--- src/rtl/arbiter_pkg.sv ---
// ---------------------------------------------------------------------------
// arbiter_pkg
// Shared types and constants for the 8-channel round-robin arbiter.
//   N_REQ   number of requesters
//   IDX_W   width of a requester index
//   HOLD_W  width of the tenure counter
//   arb_state_e  FSM encoding (IDLE=0, GRANT=1)
// ---------------------------------------------------------------------------
package arbiter_pkg;

    localparam int N_REQ  = 8;
    localparam int IDX_W  = 3;
    localparam int HOLD_W = 8;

    typedef enum logic {
        IDLE  = 1'b0,
        GRANT = 1'b1
    } arb_state_e;

    function automatic logic [N_REQ-1:0] onehot(input logic [IDX_W-1:0] idx);
        logic [N_REQ-1:0] v;
        v      = '0;
        v[idx] = 1'b1;
        return v;
    endfunction

    // Bits strictly below idx set; this is what makes the priority rotate.
    function automatic logic [N_REQ-1:0] below_mask(input logic [IDX_W-1:0] idx);
        logic [N_REQ-1:0] m;
        m = '0;
        for (int i = 0; i < N_REQ; i++) begin
            if (i < int'(idx)) m[i] = 1'b1;
        end
        return m;
    endfunction

endpackage

--- src/rtl/arbiter_rr_8ch_if.sv ---
// ---------------------------------------------------------------------------
// arbiter_rr_8ch_if
// Request/grant bundle between the requesters and the arbiter.
//   req        requester -> arbiter, one bit per requester
//   gnt        arbiter -> requester, one-hot grant
//   gnt_idx    arbiter -> requester, binary owner index
//   gnt_valid  arbiter -> requester, a grant is active
// Modports: master = requester side, slave = arbiter side.
// ---------------------------------------------------------------------------
interface arbiter_rr_8ch_if;
    import arbiter_pkg::*;

    logic [N_REQ-1:0] req;
    logic [N_REQ-1:0] gnt;
    logic [IDX_W-1:0] gnt_idx;
    logic             gnt_valid;

    modport master (output req, input gnt, input gnt_idx, input gnt_valid);
    modport slave  (input req, output gnt, output gnt_idx, output gnt_valid);

endinterface

--- src/rtl/priority_encoder_8x3.sv ---
// ---------------------------------------------------------------------------
// priority_encoder_8x3
// 8-to-3 priority encoder, highest set bit wins.
//   in    8-bit input vector
//   idx   index of the highest set bit (0 when in is zero)
//   idle  high when in is all zeros
// ---------------------------------------------------------------------------
module priority_encoder_8x3
    import arbiter_pkg::*;
(
    input  logic [N_REQ-1:0] in,
    output logic [IDX_W-1:0] idx,
    output logic             idle
);

    // Ascending scan: later (higher) hits overwrite earlier ones.
    always_comb begin
        idx = '0;
        for (int i = 0; i < N_REQ; i++) begin
            if (in[i]) idx = i[IDX_W-1:0];
        end
        idle = ~|in;
    end

endmodule

--- src/rtl/arbiter_rr_8ch.sv ---
// ---------------------------------------------------------------------------
// arbiter_rr_8ch
// Round-robin arbiter for 8 requesters with a bounded grant tenure.
//   MAX_HOLD  max consecutive grant cycles per tenure (0 = unlimited)
//   clk       clock, rising edge
//   rst       synchronous active-high reset
//   bus       arbiter_rr_8ch_if.slave: req in; gnt, gnt_idx, gnt_valid out
//
// state | meaning
// ------+------------------------------------------------------------
// IDLE  | no owner; arbitrate on req, grant on the next edge
// GRANT | owner holds the resource until req[owner] drops or tenure ends
// ---------------------------------------------------------------------------
module arbiter_rr_8ch
    import arbiter_pkg::*;
#(
    parameter int MAX_HOLD = 16
) (
    input  logic             clk,
    input  logic             rst,
    arbiter_rr_8ch_if.slave  bus
);

    localparam bit                LIMITED   = (MAX_HOLD != 0);
    localparam logic [HOLD_W-1:0] HOLD_LAST = HOLD_W'(LIMITED ? MAX_HOLD - 1 : 0);

    arb_state_e        state;
    logic [IDX_W-1:0]  owner;
    logic [IDX_W-1:0]  last;
    logic [HOLD_W-1:0] hold_cnt;
    logic [N_REQ-1:0]  gnt_r;
    logic [IDX_W-1:0]  gnt_idx_r;
    logic              gnt_valid_r;

    logic [N_REQ-1:0]  mask;
    logic [IDX_W-1:0]  mask_idx;
    logic [IDX_W-1:0]  raw_idx;
    logic              mask_idle;
    logic              raw_idle;
    logic [IDX_W-1:0]  winner;
    logic              tenure_end;

    assign mask = bus.req & below_mask(last);

    priority_encoder_8x3 u_pe_mask (
        .in   (mask),
        .idx  (mask_idx),
        .idle (mask_idle)
    );

    priority_encoder_8x3 u_pe_raw (
        .in   (bus.req),
        .idx  (raw_idx),
        .idle (raw_idle)
    );

    // Nothing pending below the last owner: wrap around to the top of req.
    assign winner     = mask_idle ? raw_idx : mask_idx;
    assign tenure_end = LIMITED && (hold_cnt == HOLD_LAST);

    always_ff @(posedge clk) begin
        if (rst) begin
            state       <= IDLE;
            owner       <= '0;
            last        <= '0;
            hold_cnt    <= '0;
            gnt_r       <= '0;
            gnt_idx_r   <= '0;
            gnt_valid_r <= 1'b0;
        end else begin
            case (state)
                IDLE: begin
                    if (!raw_idle) begin
                        state       <= GRANT;
                        owner       <= winner;
                        gnt_r       <= onehot(winner);
                        gnt_idx_r   <= winner;
                        gnt_valid_r <= 1'b1;
                        hold_cnt    <= '0;
                    end
                end
                GRANT: begin
                    if (!bus.req[owner] || tenure_end) begin
                        state       <= IDLE;
                        gnt_r       <= '0;
                        gnt_idx_r   <= '0;
                        gnt_valid_r <= 1'b0;
                        last        <= owner;
                    end else if (hold_cnt != '1) begin
                        // Only reachable at 255 in unlimited mode; saturate there.
                        hold_cnt <= hold_cnt + 1'b1;
                    end
                end
            endcase
        end
    end

    assign bus.gnt       = gnt_r;
    assign bus.gnt_idx   = gnt_idx_r;
    assign bus.gnt_valid = gnt_valid_r;

endmodule

--- src/flat_wrapper.sv ---
// flat-port wrapper written by rule: the top's interface ports become plain ports
module arbiter_rr_8ch_flat import arbiter_pkg::*;
#(
    parameter int MAX_HOLD = 16
)
  (clk, rst, bus_req, bus_gnt, bus_gnt_idx, bus_gnt_valid);
  arbiter_rr_8ch_if bus_i ();
  input  logic clk;
  input  logic rst;
  input wire logic [$bits(bus_i.req)-1:0] bus_req;
  output wire logic [$bits(bus_i.gnt)-1:0] bus_gnt;
  output wire logic [$bits(bus_i.gnt_idx)-1:0] bus_gnt_idx;
  output wire logic [$bits(bus_i.gnt_valid)-1:0] bus_gnt_valid;
  assign bus_i.req = bus_req;
  assign bus_gnt = bus_i.gnt;
  assign bus_gnt_idx = bus_i.gnt_idx;
  assign bus_gnt_valid = bus_i.gnt_valid;
  arbiter_rr_8ch #(.MAX_HOLD(MAX_HOLD)) u_core (.clk(clk), .rst(rst), .bus(bus_i));
endmodule
--- config.mk ---
export PLATFORM = sky130hd
export DESIGN_NAME = arbiter_rr_8ch_flat
export DESIGN_NICKNAME = d
export VERILOG_FILES = /design/src/rtl/arbiter_pkg.sv /design/src/rtl/arbiter_rr_8ch_if.sv /design/src/rtl/priority_encoder_8x3.sv /design/src/rtl/arbiter_rr_8ch.sv /design/src/flat_wrapper.sv
export SDC_FILE = /design/constraint.sdc
export NUM_CORES = 1
export LEC_CHECK = 0
export ABC_CLOCK_PERIOD_IN_PS = 3100
export CAP_MARGIN = 0
export CORE_ASPECT_RATIO = 1.5
export CORE_MARGIN = 1
export CORE_UTILIZATION = 57
export DETAILED_ROUTE_END_ITERATION = 8
export GPL_ROUTABILITY_DRIVEN = 0
export HOLD_SLACK_MARGIN = 0.12
export PLACE_DENSITY = 0.83
export SYNTH_ARGS = -nofsm -noshare
export SYNTH_HDL_FRONTEND = slang
export SYNTH_SLANG_ARGS = --single-unit
export TNS_END_PERCENT = 20
--- constraint.sdc ---
create_clock -name clk -period 3.1 [get_ports clk]
set_input_delay 0.93 -clock clk [delete_from_list [all_inputs] [get_ports clk]]
set_output_delay 0.93 -clock clk [all_outputs]
set_load 0.03 [all_outputs]
==> impl_metrics.sql, run 1 <==
INSERT INTO impl_metrics (metric_group, metric, value, unit) VALUES
('cts', 'insertion_delay', '330', 'ps'),
('cts', 'post_cts_resized', '0', ''),
('logic_synthesis', 'synth_simple_gate_area_share', '24.54', '%'),
('timing', 'finalWorstPathRequiredPeriod', '2634', 'ps'),
('min_path', 'min-delay-path-class', 'flop to flop', ''),
('timing', 'rsz0062_at_grt', 'false', ''),
('final_layout', 'n_fill_cell', '201', ''),
('cts', 'post_cts_buffers', '0', ''),
('global_routing', 'grt_start_max_net_pins', '17', ''),
('timing', 'max_slew_violation_total_from_the_final_report', '0', ''),
('final_layout', 'drive_gt1_share', '9.845', '%'),
('die', 'core_region_area', '2477', 'um2'),
('timing', 'timing.setup.tns', '0', 'ps'),
('power_and_ir_drop', 'peakVddDrop', '0.3703', 'mV'),
('outcome', 'status', 'finished, violations left', ''),
('critical_path', 'startpoint_type', 'primary input', ''),
('final_layout', 'finish.net_count', '205', ''),
('cts', 'ctsRootBufferMaster', 'sky130_fd_sc_hd__clkbuf_4', ''),
('cts', 'worst_path_clk_slew', '140', 'ps'),
('logic_synthesis', 'synth-seq-area-share', '36.18', '%'),
('logic_synthesis', 'async_flop_share', '0', '%'),
('logic_synthesis', 'synth_cell_types', '51', ''),
('critical_path', 'critical_path_arrival', '2920', 'ps'),
('logic_synthesis', 'synth.net_count', '184', ''),
('timing', 'finalHoldViolations', '0', ''),
('logic_synthesis', 'synthMuxAreaShare', '5.863', '%'),
('timing', 'timing.final.setup_violations', '0', ''),
('timing', 'post-route-period-util', '84.96', '%'),
('power_and_ir_drop', 'power.leakage', '0.0006292', 'uW'),
('global_routing', 'wire_length_of_the_first_global_routing_pass', '5.802', 'mm'),
('logic_synthesis', 'area_share_of_xor_xnor_cells_in_the_synthesized_design', '0', '%'),
('final_layout', 'multi_input_comb_area', '878.3', 'um2'),
('logic_synthesis', 'mappedNetlistArea', '1494', 'um2'),
('die', 'pin_count', '22', ''),
('route', 'wire_per_inst', '15.95', 'um'),
('final_layout', 'final-seq-area', '540.5', 'um2'),
('logic_synthesis', 'synth_top_area_cell', 'sky130_fd_sc_hd__dfxtp_1', ''),
('die', 'die_w', '43.80', 'um'),
('cts', 'maximum_count_of_clock_buffers_along_a_single_path', '2', ''),
('logic_synthesis', 'synth_ff_type', 'sky130_fd_sc_hd__dfxtp_1', ''),
('die', 'rows', '22', ''),
('logic_synthesis', 'synth_edf_count', '0', ''),
('logic_synthesis', 'synth_compound_area_share', '27.55', '%'),
('critical_path', 'path_max_fanout', '10', ''),
('power_and_ir_drop', 'total_power', '793.6', 'uW'),
('logic_synthesis', 'synth.area.top_cells', 'sky130_fd_sc_hd__dfxtp_1 36%, sky130_fd_sc_hd__nand3_1 5.4%, sky130_fd_sc_hd__a21oi_1 4.7%, sky130_fd_sc_hd__o41ai_1 4.1%, sky130_fd_sc_hd__nor2_1 3.8%', ''),
('die', 'die_y', '64.70', 'um'),
('critical_path', 'worst-setup-path-type', 'primary input to flop', ''),
('outcome', 'violations', 'DRC', ''),
('critical_path', 'crit_required', '3390', 'ps'),
('place', 'hpwlAfterDp', '2.647', 'mm'),
('logic_synthesis', 'synth_top_area_share', '36.18', '%'),
('global_routing', 'grt_remaining_overflow', '0', ''),
('cts', 'cts_max_level', '1', ''),
('route', 'drt-initial-drc-count', '36', ''),
('route', 'drt_drc_violations_left', '1', ''),
('logic_synthesis', 'yosysWarnings', '0', ''),
('route', 'wl', '3.461', 'mm'),
('route', 'vias', '1451', ''),
('cts', 'cts_sinks', '27', ''),
('logic_synthesis', 'postSynthCellCount', '173', ''),
('global_routing', 'grt_usage', '26.98', '%'),
('timing', 'slew_headroom', '53.25', '%'),
('global_routing', 'grt_pass1_vias', '1377', ''),
('job', 'drv_cap', '0', ''),
('final_layout', 'n_antenna_cell', '0', ''),
('timing', 'clock-skew-final', '8.309', 'ps'),
('route', 'drtAntennaViolNets', '0', ''),
('power_and_ir_drop', 'power.density', '454.7', 'nW/um2'),
('route', 'first_pass_iters', '6', ''),
('logic_synthesis', 'yosys.area_share.adder', '0.8375', '%');
[cell usage after synthesis (3+ instances only)]
library cell and instances:
sky130_fd_sc_hd__a32o_1 3, sky130_fd_sc_hd__or4_1 5, sky130_fd_sc_hd__nand2_1 13, sky130_fd_sc_hd__dfxtp_1 27
sky130_fd_sc_hd__mux2i_1 5, sky130_fd_sc_hd__a21oi_1 14, sky130_fd_sc_hd__o21ai_1 5, sky130_fd_sc_hd__buf_2 6
sky130_fd_sc_hd__o31ai_1 4, sky130_fd_sc_hd__nand3_1 16, sky130_fd_sc_hd__nor2_1 15, sky130_fd_sc_hd__o41ai_1 7
sky130_fd_sc_hd__inv_1 5, sky130_fd_sc_hd__o21ai_0 6
[final cells by class]
cell class,count,share of cell area [%]
well taps,24,1.720
clock buffers,4,1.505
flip-flops and latches,27,30.97
inverters,6,1.290
repair buffers,26,14.19
multi-input cells,130,50.32
[state kept, by name (all words and copies together), names as in the netlist]
register	flops
u_core.bus.gnt	8
u_core.hold_cnt	8
u_core.bus.gnt_idx	3
u_core.last	3
u_core.owner	3
u_core.bus.gnt_valid	1
u_core.state	1
[worst max-delay path, stage by stage]
cell and delay (ps):
sky130_fd_sc_hd__clkdlybuf4s50_1 520, sky130_fd_sc_hd__o21ai_0 270, sky130_fd_sc_hd__nand4_1 240, sky130_fd_sc_hd__nand3b_1 280
sky130_fd_sc_hd__o32ai_2 420, sky130_fd_sc_hd__a32o_1 260
[through the flow]
step / hold WS (ps) / instance area [um2] / setup slack (ps) / instances / utilization [%]
finish: 473.1 / 1745 / 466.2 / 217 / 70.45
global route: 495.5 / 1745 / 360.4 / 217 / 70.45
CTS: 476.0 / 1745 / 514.4 / 217 / 70.45
detailed placement: 454.9 / 1719 / 161.0 / 213 / 69.39
global placement: 448.9 / 1719 / 216.0 / 213 / 69.39
floorplan: 456.4 / 1494 / 673.2 / 173 / -
[worst paths after layout]
kind / startpoint / endpoint / slack (ps) / cells after the start
setup reg to reg: u_core.owner[1] / u_core.bus.gnt[2] / 1050 / 5
setup / recovery: bus_req[2] / u_core.bus.gnt[6] / 470 / 6
hold / removal: u_core.bus.gnt_idx[1] / u_core.bus.gnt_idx[1] / 470 / 2
hold reg to reg: u_core.bus.gnt_idx[1] / u_core.bus.gnt_idx[1] / 470 / 2
[report_power, final]
part	total, uW	switching [uW]	leakage, uW	internal (uW)
Sequential	401	28.0	0.000221	373
Clock	152	101	0.0000150	50.6
Combinational	241	140	0.000394	100
[routing by layer]
| layer | global-route usage, % | vias up | routed length, um |
|---|---|---|---|
| met5 | 0 | - | 0 |
| met4 | 19.14 | 0 | 184 |
| met3 | 2.786 | 16 | 119 |
| met2 | 48.13 | 50 | 1752 |
| met1 | 27.95 | 679 | 1403 |
| li1 | - | 706 | - |
[cell usage in the layout (no fill, tap or decap), types with 4 or more instances in the layout]
| master | netlist | final |
|---|---|---|
| sky130_fd_sc_hd__dfxtp_1 | 27 | 27 |
| sky130_fd_sc_hd__clkdlybuf4s50_1 | 0 | 21 |
| sky130_fd_sc_hd__nand3_1 | 16 | 16 |
| sky130_fd_sc_hd__nor2_1 | 15 | 15 |
| sky130_fd_sc_hd__a21oi_1 | 14 | 14 |
| sky130_fd_sc_hd__nand2_1 | 13 | 13 |
| sky130_fd_sc_hd__o41ai_1 | 7 | 7 |
| sky130_fd_sc_hd__o21ai_0 | 6 | 6 |
| sky130_fd_sc_hd__mux2i_1 | 5 | 5 |
| sky130_fd_sc_hd__inv_1 | 5 | 5 |
| sky130_fd_sc_hd__or4_1 | 5 | 5 |
| sky130_fd_sc_hd__o21ai_1 | 5 | 5 |
| sky130_fd_sc_hd__buf_4 | 0 | 5 |
| sky130_fd_sc_hd__o31ai_1 | 4 | 4 |
[cell families after synthesis]
| logic type | after synthesis |
|---|---|
| muxes | 7 |
| buffers and inverters | 16 |
| DFF | 27 |
| AOI/OAI and AO/OA | 57 |
| and+or+nand+nor | 65 |
| adders and majority gates | 1 |
Power figures use the tool's default switching activity.
==> run 2: changes to the inputs <==
ABC_CLOCK_PERIOD_IN_PS = 2600   (was 3100)
CORE_UTILIZATION = 53   (was 57)
PLACE_DENSITY = 0.78   (was 0.83)
clock period = 2.6 ns   (was 3.1 ns; I/O delays follow)
==> run 2 against run 1 <==
  * The flow now finishes without violations
  * Die area grew 7.3%
  * Utilization grew 3.3 points
  * First-iteration DRC count grew 11%
==> impl_metrics.sql, run 2 (same netlist as run 1, synthesis figures left out) <==
INSERT INTO impl_metrics (metric_group, metric, value, unit) VALUES
('outcome', 'status', 'finished clean', ''),
('final_layout', 'layout.cells.most_common', 'sky130_fd_sc_hd__buf_4', ''),
('min_path', 'min-delay-path-class', 'flop to flop', ''),
('route', 'vias', '1532', ''),
('global_routing', 'grt_pass1_vias', '1460', ''),
('route', 'drtAntennaViolNets', '0', ''),
('cts', 'ctsRootBufferMaster', 'sky130_fd_sc_hd__clkbuf_8', ''),
('power_and_ir_drop', 'peakVddDrop', '0.3591', 'mV'),
('global_routing', 'grt_usage', '28.29', '%'),
('global_routing', 'wire_length_of_the_first_global_routing_pass', '6.320', 'mm'),
('die', 'pin_count', '22', ''),
('critical_path', 'critical_path_arrival', '2610', 'ps'),
('die', 'rows', '23', ''),
('route', 'wl', '3.874', 'mm'),
('timing', 'maxClockFrequency', '0.4074', 'GHz'),
('final_layout', 'flow.area_growth_from_synthesis', '32.16', '%'),
('die', 'floorplan.initialDensity', '55.82', '%'),
('route', 'wire_per_inst', '15.19', 'um'),
('global_routing', 'grt_start_max_net_pins', '15', ''),
('critical_path', 'path_max_fanout', '10', ''),
('cts', 'ctsHoldBuffers', '0', ''),
('cts', 'cts_buffers', '3', ''),
('timing', 'timing.final.setup_violations', '0', ''),
('timing', 'worst_pin_slew', '612.4', 'ps'),
('timing', 'rsz0062_at_grt', 'false', ''),
('timing', 'hold-worst-slack', '467.4', 'ps'),
('cts', 'insertion_delay', '260', 'ps'),
('power_and_ir_drop', 'total_power', '1050', 'uW'),
('job', 'drv_cap', '0', ''),
('cts', 'post_cts_resized', '0', ''),
('critical_path', 'startpoint_type', 'primary input', ''),
('die', 'core_region_area', '2676', 'um2'),
('timing', 'clock-skew-final', '1.646', 'ps'),
('timing', 'post-route-period-util', '94.40', '%'),
('die', 'design.die.area', '3040', 'um2'),
('final_layout', 'finish.net_count', '230', ''),
('place', 'port_buffers', '21', ''),
('critical_path', 'crit_required', '2760', 'ps'),
('cts', 'tritoncts', 'yes', ''),
('route', 'drt_drc_violations_left', '0', ''),
('route', 'first_pass_iters', '4', ''),
('cts', 'cts_sinks', '27', ''),
('power_and_ir_drop', 'power.leakage', '0.0007570', 'uW'),
('cts', 'worst_path_clk_slew', '90', 'ps'),
('global_routing', 'antenna_found_initial', '0', ''),
('die', 'die_y', '67.03', 'um'),
('route', 'drt-initial-drc-count', '40', ''),
('cts', 'post_cts_buffers', '0', ''),
('route', 'vias_per_cell', '6.008', ''),
('timing', 'max_slew_violation_total_from_the_final_report', '0', ''),
('timing', 'timing.setup.tns', '0', 'ps'),
('place', 'hpwlAfterDp', '3.076', 'mm'),
('cts', 'maximum_count_of_clock_buffers_along_a_single_path', '2', ''),
('timing', 'finalHoldViolations', '0', ''),
('power_and_ir_drop', 'power.density', '531.8', 'nW/um2'),
('critical_path', 'worstSetupEndpointType', 'flop', ''),
('final_layout', 'drive_gt1_share', '20.64', '%'),
('timing', 'finalWorstPathRequiredPeriod', '2454', 'ps'),
('global_routing', 'grt_remaining_overflow', '0', ''),
('final_layout', 'layout_common_cells', '30 x sky130_fd_sc_hd__buf_4, 27 x sky130_fd_sc_hd__dfxtp_1, 21 x sky130_fd_sc_hd__clkdlybuf4s50_1', ''),
('die', 'die_w', '45.35', 'um'),
('final_layout', 'n_antenna_cell', '0', ''),
('timing', 'slew_headroom', '59.02', '%'),
('final_layout', 'n_fill_cell', '200', ''),
('cts', 'cts_max_level', '1', ''),
('critical_path', 'worst-setup-path-type', 'primary input to flop', '');
[run 2: routing by layer]
layer / vias to the layer above / share of wire, % / track usage (%)
li1: 753 / - / -
met1: 723 / 39 / 30.12
met2: 44 / 55 / 53.26
met3: 12 / 2.8 / 2.439
met4: 0 / 3.3 / 12.88
met5: - / 0 / 0
[run 2: worst max-delay path: stages]
cell                              delay (ps)
sky130_fd_sc_hd__clkdlybuf4s50_1         510
sky130_fd_sc_hd__buf_4                   140
sky130_fd_sc_hd__nor2b_1                 150
sky130_fd_sc_hd__o21ai_0                  90
sky130_fd_sc_hd__a22oi_1                 300
sky130_fd_sc_hd__o32ai_2                 130
sky130_fd_sc_hd__buf_4                   180
sky130_fd_sc_hd__o41ai_1                 330
[run 2: final cells by class]
class                      instances  area [um2]  area share, %
timing repair buffer              51       435.4          22.05
clock buffer                       4       45.04          2.281
inverter                           6       22.52          1.141
tap                               37       46.29          2.345
multi-input combinational        130       884.6          44.80
sequential                        27       540.5          27.38
[run 2: power breakdown]
group | switching, uW | leakage, uW | internal [uW] | total, uW
logic | 182 | 0.000514 | 160 | 342
clock network | 120 | 0.0000228 | 109 | 229
registers | 33.9 | 0.000221 | 445 | 479
total | 336 | 0.000757 | 714 | 1050
[run 2: through the flow]
stage	setup WS [ps]	utilization, %	area, um2	instances
global placement	-57.48	71.86	1923	251
detailed placement	-154.2	71.86	1923	251
global route	13.55	73.77	1974	255
CTS	121.2	73.54	1968	255
floorplan	323.2	-	1494	173
finish	145.7	73.77	1974	255
[run 2: final timing paths]
path                               from               endpoint  slack [ps]  cells after the start
setup / recovery             bus_req[1]      u_core.bus.gnt[5]         150                      8
hold / removal    u_core.bus.gnt_idx[1]  u_core.bus.gnt_idx[1]         470                      2
hold reg to reg   u_core.bus.gnt_idx[1]  u_core.bus.gnt_idx[1]         470                      2
setup reg to reg        u_core.owner[1]         u_core.last[1]         630                      6
